$ cat src/rtl/tych_egr_arb.sv
// Packet-level round-robin arbiter sharing one Avalon-ST egress stream among NUM_PORTS requesters.
// A grant is held SOP..EOP; an enable mask and a runaway-packet watchdog constrain grants.
module tych_egr_arb #(
  parameter int unsigned NUM_PORTS = 2,
  parameter int unsigned DWIDTH    = 64,
  parameter int unsigned EWIDTH    = 3,
  parameter int unsigned MAX_BEATS = 2048
) (
  input  logic                         clk,
  input  logic                         rst,
  input  logic [NUM_PORTS*DWIDTH-1:0]  in_data,
  input  logic [NUM_PORTS-1:0]         in_valid,
  input  logic [NUM_PORTS-1:0]         in_sop,
  input  logic [NUM_PORTS-1:0]         in_eop,
  input  logic [NUM_PORTS*EWIDTH-1:0]  in_empty,
  output logic [NUM_PORTS-1:0]         in_ready,
  output logic [DWIDTH-1:0]            out_data,
  output logic                         out_valid,
  output logic                         out_sop,
  output logic                         out_eop,
  output logic [EWIDTH-1:0]            out_empty,
  input  logic                         out_ready,
  input  logic [NUM_PORTS-1:0]         cfg_en_mask,
  output logic                         wdog_evt,
  output logic [$clog2(NUM_PORTS)-1:0] grant_id
);

  localparam int unsigned GW = $clog2(NUM_PORTS);
  localparam int unsigned CW = $clog2(MAX_BEATS + 1);

  typedef enum logic [1:0] {StIdle, StArb, StXfer} state_e;

  state_e              state_q, state_d;
  logic [GW-1:0]       rr_q, rr_d;
  logic [GW-1:0]       grant_q, grant_d;
  logic [CW-1:0]       cnt_q, cnt_d;
  logic                ov_q, ov_d;
  logic [DWIDTH-1:0]   data_q, data_d;
  logic                sop_q, sop_d;
  logic                eop_q, eop_d;
  logic [EWIDTH-1:0]   empty_q, empty_d;
  logic                wdog_q, wdog_d;

  logic [NUM_PORTS-1:0] elig;
  logic                 pick_found;
  logic [GW-1:0]        pick;
  logic [GW-1:0]        cand;

  // Search from the round-robin pointer upward, wrapping to 0.
  always_comb begin
    elig       = in_valid & in_sop & cfg_en_mask;
    pick_found = 1'b0;
    pick       = rr_q;
    cand       = '0;
    for (int unsigned k = 0; k < NUM_PORTS; k++) begin
      cand = GW'((32'(rr_q) + k) % NUM_PORTS);
      if (!pick_found && elig[cand]) begin
        pick_found = 1'b1;
        pick       = cand;
      end
    end
  end

  logic              g_valid, g_sop, g_eop;
  logic [DWIDTH-1:0] g_data;
  logic [EWIDTH-1:0] g_empty;

  always_comb begin
    g_valid = 1'b0;
    g_sop   = 1'b0;
    g_eop   = 1'b0;
    g_data  = '0;
    g_empty = '0;
    for (int unsigned i = 0; i < NUM_PORTS; i++) begin
      if (grant_q == GW'(i)) begin
        g_valid = in_valid[i];
        g_sop   = in_sop[i];
        g_eop   = in_eop[i];
        g_data  = in_data[i*DWIDTH +: DWIDTH];
        g_empty = in_empty[i*EWIDTH +: EWIDTH];
      end
    end
  end

  logic xfer, can_load, accept, wdog_fire;
  logic [CW-1:0] cnt_inc;
  logic [NUM_PORTS-1:0] rdy;

  assign xfer     = (state_q == StXfer);
  assign can_load = ~ov_q | out_ready;
  assign accept   = xfer & g_valid & can_load;

  // Ungranted non-SOP beats are swallowed so stray fragments cannot block a port.
  always_comb begin
    rdy = '0;
    for (int unsigned i = 0; i < NUM_PORTS; i++) begin
      if (xfer && (grant_q == GW'(i))) rdy[i] = can_load;
      else                             rdy[i] = in_valid[i] & ~in_sop[i];
    end
    in_ready = rst ? rdy : '0;
  end

  always_comb begin
    if (g_sop)                            cnt_inc = CW'(1);
    else if (cnt_q == CW'(MAX_BEATS))     cnt_inc = cnt_q;
    else                                  cnt_inc = cnt_q + CW'(1);
    wdog_fire = accept & ~g_eop & (cnt_inc == CW'(MAX_BEATS));
  end

  always_comb begin
    state_d = state_q;
    rr_d    = rr_q;
    grant_d = grant_q;
    cnt_d   = cnt_q;
    unique case (state_q)
      StIdle: if (|elig) state_d = StArb;
      StArb: begin
        if (pick_found) begin
          state_d = StXfer;
          grant_d = pick;
          cnt_d   = '0;
        end else begin
          state_d = StIdle;
        end
      end
      StXfer: begin
        if (accept) begin
          cnt_d = cnt_inc;
          if (g_eop || wdog_fire) begin
            state_d = StIdle;
            rr_d    = (grant_q == GW'(NUM_PORTS - 1)) ? '0 : grant_q + GW'(1);
          end
        end
      end
      default: state_d = StIdle;
    endcase
  end

  always_comb begin
    ov_d    = ov_q;
    data_d  = data_q;
    sop_d   = sop_q;
    eop_d   = eop_q;
    empty_d = empty_q;
    wdog_d  = 1'b0;
    if (accept) begin
      ov_d    = 1'b1;
      data_d  = g_data;
      sop_d   = g_sop;
      eop_d   = g_eop | wdog_fire;
      empty_d = wdog_fire ? '0 : g_empty;
      wdog_d  = wdog_fire;
    end else if (out_ready) begin
      ov_d = 1'b0;
    end
  end

  always_ff @(posedge clk) begin
    if (!rst) begin
      state_q <= StIdle;
      rr_q    <= '0;
      grant_q <= '0;
      cnt_q   <= '0;
      ov_q    <= 1'b0;
      data_q  <= '0;
      sop_q   <= 1'b0;
      eop_q   <= 1'b0;
      empty_q <= '0;
      wdog_q  <= 1'b0;
    end else begin
      state_q <= state_d;
      rr_q    <= rr_d;
      grant_q <= grant_d;
      cnt_q   <= cnt_d;
      ov_q    <= ov_d;
      data_q  <= data_d;
      sop_q   <= sop_d;
      eop_q   <= eop_d;
      empty_q <= empty_d;
      wdog_q  <= wdog_d;
    end
  end

  assign out_valid = ov_q;
  assign out_data  = data_q;
  assign out_sop   = sop_q;
  assign out_eop   = eop_q;
  assign out_empty = empty_q;
  assign wdog_evt  = wdog_q;
  assign grant_id  = grant_q;

endmodule

$ cat config.mk
export PLATFORM = sky130hd
export DESIGN_NAME = tych_egr_arb
export DESIGN_NICKNAME = d
export VERILOG_FILES = /design/src/rtl/tych_egr_arb.sv
export SDC_FILE = /design/constraint.sdc
export NUM_CORES = 1
export LEC_CHECK = 0
export ABC_AREA = 0
export BUFFER_PORTS_ARGS = -buffer_cell sky130_fd_sc_hd__buf_2
export CORE_ASPECT_RATIO = 1.75
export CORE_MARGIN = 1
export CORE_UTILIZATION = 42
export DETAILED_ROUTE_END_ITERATION = 8
export PLACE_DENSITY = 0.77
export SLEW_MARGIN = 25
export SYNTH_ARGS = -nofsm -noshare
export SYNTH_HDL_FRONTEND = slang
export SYNTH_SLANG_ARGS = --single-unit
$ cat constraint.sdc
create_clock -name clk -period 1.9 [get_ports clk]
set_input_delay 0.19 -clock clk [delete_from_list [all_inputs] [get_ports clk]]
set_output_delay 0.19 -clock clk [all_outputs]
set_load 0.02 [all_outputs]
# --- Word-level counts from Yosys, hierarchy flattened ---
# Cells that the tools add are included.
totals:
  register_bits: 87
  output_inout_bits: 74
classes:
  n_addsub: 3
  order_cmp: 2
  eq_ne: 8
  muxes: 29
  bitwise_logic: 15
  reduce_logical: 14
ops:
  columns: ["operator", "count"]
  rows:
  - ["$mux W64", 1]
  - ["$mux W12", 4]
  - ["$eq A12 B12 Y1 const B", 2]
  - ["$pmux W12 S2", 1]
  - ["$mux W1", 15]
  - ["$add A12 B1 Y12 const B", 1]
  - ["$mux W2", 5]
  - ["$reduce_and A3 Y1", 3]
  - ["$and A1 B1 Y1", 6]
  - ["$mux W3", 2]
  - ["$pmux W2 S3", 1]
  - ["$not A1 Y1", 5]
  - ["$and A2 B2 Y2", 2]
  - ["$lt A1 B2 Y1 const B", 2]
  - ["$ne A2 B1 Y1 const B", 2]
  - ["$ne A2 B2 Y1 const B", 2]
  - ["$reduce_and A2 Y1", 2]
  - ["$reduce_bool A2 Y1", 2]
  - ["$logic_and A1 B1 Y1", 3]
  - ["$add A1 B1 Y1 const B", 2]
  - ["$eq A2 B1 Y1 const B", 1]
  - ["$eq A2 B2 Y1 const B", 1]
  - ["$logic_not A2 Y1", 1]
  - ["$or A1 B1 Y1", 2]
  - ["3 further kinds", 3]

# --- Depth between registers and ports, before layout ---
logic_depth:
  depth_word: 10
  ltp_mapped: 8
  ltp_nobuf: 8

# --- Worst setup path before layout ---
# OpenSTA, ideal clock, no wires.
synth_path:
  path_kind: "reg2reg"
  start: "register grant_q (netlist: grant_id)"
  end: "register state_q[1]"
  setup_ns: 0.116
  t_arrival_ns: 1.988
  t_required_ns: 1.784
  path_slack_ns: -0.204
  path_stages_with_launch: 9
  synth_period_minus_slack_ns: 2.104
  cell_sequence: "dfxtp_1 -> buf_6 -> mux2_4 -> nor4_4 -> buf_6 -> nand3_1 -> nor4b_2 -> a21boi_1 -> o211a_1"
synth_via:
  elab_chain_cells: 8
  word_cells_on_any_way: 14
synth_lines:
  columns: ["item", "line_no", "text"]
  rows:
  - ["start: declaration", "35", "logic [GW-1:0] grant_q, grant_d;"]
  - ["start signal: assignment", "173", "grant_q <= grant_d;"]
  - ["branches (longest 7 deep; another with $mux W12)", null, null]
  - ["$reduce_and A3 Y1 (no line) (*)", null, null]
  - ["end signal: assignment", "160", "state_q <= StIdle;"]
  - ["end signal: assignment", "171", "state_q <= state_d;"]
  - ["end: declaration", "33", "state_e state_q, state_d;"]
# Mark *: on every way between the ends.
# A chain may end at the register's enable or synchronous reset.

# --- Worst setup path in the final report ---
# Ends and elaborated chain as after synthesis.

==> flow_metrics.py <==
metrics = {
    "detailed_routing": {
        "via_per_inst": 5.45,
        "wl_microns": 13100,
        "drt_iter0_markers": 185,
        "drc": 0,
        "ant_nets": 0,
        "wl_per_cell_microns": 15.5,
        "num_vias": 4595,
        "drt_pass1_iterations": 5,
    },
    "yosys": {
        "synth_seq_cells": 87,
        "yosysWarnings": 0,
        "synth_fp_nets": 619,
        "ys_types": 48,
        "yosysSeqAreaShare_pct": 38.8,
        "avgSynthCellArea_sq_um": 9.50,
        "synthesis.area_sq_um": 4480,
        "synthCells": 472,
    },
    "sta": {
        "setup_slack_ps": -118,
        "rsz0062_at_grt": "yes",
        "fin_crit_sh_pct": 106,
        "hold_viol_final": 0,
        "whs_ps": 202,
        "slew_violations": 0,
        "clock_skew_ps": 8.01,
        "tightest_slew_ps": 577,
        "slew_headroom_pct": 61.6,
        "finalSetupViolCount": 7,
        "post-route-min-period_ps": 2020,
        "max_freq_mhz": 496,
        "fin_setup_tns_ps": -495,
    },
    "clocking": {
        "cts_num_sinks": 87,
        "clock_latency_ps": 330,
        "ctsRootBufferMaster": "clkbuf_16",
        "cts_tree": "done",
        "htreeDepth": 3,
        "clkSlewWorstSetupHoldPaths_ps": 70,
        "cts_hold_buf": 0,
        "clk_path_buf_depth": 2,
        "cts_buffers": 9,
    },
    "cells_and_area": {
        "diodes": 0,
        "final_core_util_pct": 62.5,
        "final_common_cell": "buf_2",
        "layout_common_cells": "buf_2, dfxtp_1, nand2_1",
        "drive_above_1_share_pct": 44.7,
        "final_cells": 843,
        "design_area_sq_um": 6440,
        "area_delta_synth_final_pct": 43.5,
        "nNetsFinal": 858,
    },
    "global_routing": {
        "grt_antenna_before_repair": 1,
        "grt_max_degree": 72,
        "grt_pass1_wl_microns": 20300,
        "grt_overflow_total": 0,
        "grt.total_usage_pct": 23.2,
        "grt_pass1_vias": 4514,
    },
    "setup_path": {
        "required_ps": 2120,
        "cp-start-kind": "flop",
        "crit_slowest_cell": "a2111oi_4",
        "critPathMaxStageDelay_ps": 430,
        "crit_type": "reg2reg",
        "crit_chain": "or3b_4, a2111oi_4, nand3_1, nor4b_2, a21boi_2, o211a_1",
        "crit_fanout": 5,
        "cp_num_buf_inv": 0,
        "critPathArrivalTime_ps": 2240,
        "endpoint_kind": "flop",
        "critPathTopFamily": "simple AND/OR/NAND/NOR gates",
    },
    "worst_hold_path": {
        "hp-class": "in2reg",
    },
    "placed_design": {
        "placed_area_sq_um": 5910,
        "place_hpwl_microns": 9810,
        "port_buffers": 218,
        "gp_congestion": 0.902,
        "place_inst": 819,
        "dp_slack_ps": -186,
    },
    "pwr": {
        "intPower_mw": 3.15,
        "p_switching_mw": 0.937,
        "p_seq_share_pct": 45.4,
        "total_power_mw": 4.09,
        "power-per-cell-area_nw_per_um2": 636,
        "power.leakage_nw": 3.60,
        "p_clk_share_pct": 45.0,
        "switching_share_pct": 22.9,
        "power_frac_comb_pct": 9.6,
        "vdd_drop_max_mv": 0.537,
    },
    "floorplan": {
        "dieArea_sq_um": 11100,
        "die_w_microns": 80.1,
        "core_sq_um": 10300,
        "row_count": 49,
        "fp.dieH_microns": 139,
        "start_util_pct": 43.5,
        "pin_count": 219,
    },
    "run_status": {
        "violations": "setup timing",
        "status": "finished, violations left",
    },
    "flow_run": {
        "drv_cap": 0,
    },
}
==> power by group through the flow <==
stage               logic (mW)  registers (mW)  clock network (mW)
floorplan                0.150            1.92                   0
global placement         0.375            1.90                   0
detailed placement       0.386            1.90                   0
CTS                      0.389            1.86                1.89
global route             0.429            1.86                1.96
finish                   0.394            1.86                1.84
==> layout make-up <==
type                    count  area (sq um)
fillers                   871          3860
multi-input cells         341          2670
flip-flops and latches     87          1750
repair buffers            270          1540
clock buffers              11           253
well taps                 127           159
clock inverters             5          65.1
inverters                   2          7.51
==> synthesized netlist by cell type (all sizes together) <==
cell | n | area share (%)
nand4b | 1 | 0.20
a32o | 3 | 0.67
a21oi | 9 | 1.0
nor4b | 5 | 1.1
nand2b | 3 | 0.42
inv | 2 | 0.17
nand2 | 71 | 5.9
nand4 | 4 | 0.89
a41oi | 1 | 0.20
nor2 | 17 | 1.4
nor2b | 4 | 0.56
ha | 2 | 0.56
mux2 | 4 | 1.1
and3 | 5 | 0.70
o21ai | 17 | 1.9
a21boi | 11 | 1.8
o221ai | 1 | 0.20
dfxtp | 87 | 39
a31oi | 1 | 0.14
xor2 | 1 | 0.20
a21o | 1 | 0.17
nor3b | 1 | 0.17
buf | 19 | 2.3
a21bo | 1 | 0.22
or3b | 1 | 0.20
nor3 | 5 | 0.56
a211oi | 1 | 0.17
nand3 | 12 | 1.3
and2 | 4 | 0.56
clkbuf | 23 | 1.9
a2111oi | 1 | 0.61
and3b | 1 | 0.20
nand3b | 5 | 0.84
nor4 | 2 | 0.95
a22oi | 1 | 0.17
or4 | 1 | 0.17
o21a | 2 | 0.33
o211a | 65 | 15
or3 | 6 | 0.84
a2bb2oi | 1 | 0.20
xnor2 | 3 | 0.59
mux2i | 67 | 15
==> what timing repair did <==
action | CTS | global route
cloned | 0 | 1
resized for setup | 11 | 20
pin swaps | 4 | 5
buffers inserted | 3 | 4
hold endpoints to repair | 0 | 0
setup endpoints to repair | 17 | 57
==> state kept, by name, summed over array words and instances (netlist names) <==
register   cells
out_empty      3
out_data      64
rr_q           1
out_eop        1
out_valid      1
cnt_q         12
state_q        2
grant_id       1
out_sop        1
wdog_evt       1
==> worst paths after layout <==
path	cells past startpoint	start	slack (ps)	endpoint
worst max-delay path	6	grant_id	-120	state_q[1]
worst min-delay path	4	in_data[0]	200	out_data[0]
worst max register to register	6	grant_id	-120	state_q[1]
worst min register to register	1	out_data[60]	490	out_data[60]
==> cells by family after synthesis <==
family	Yosys count	share of synthesized area, %
flip-flops	87	38.8
AO/OA/AOI/OAI	116	22.3
buffers and inverters	44	4.41
multiplexers	71	16.0
XOR/XNOR	4	0.781
adder cells (fa/ha/maj)	2	0.558
AND/OR/NAND/NOR	148	17.0
==> layer usage <==
metal | global-route usage (%) | wire, microns
met2 | 43.0 | 7240
met4 | 11.4 | 387
met3 | 5.13 | 697
met5 | 0 | 0
met1 | 23.5 | 4760
==> worst reg2reg max path, cell delays in order (launching register included) <==
cell and delay (ps):
dfxtp_4 360, or3b_4 390, a2111oi_4 430, nand3_1 140
nor4b_2 260, a21boi_2 110, o211a_1 220
Note: power is estimated with default switching activity, not from simulation.
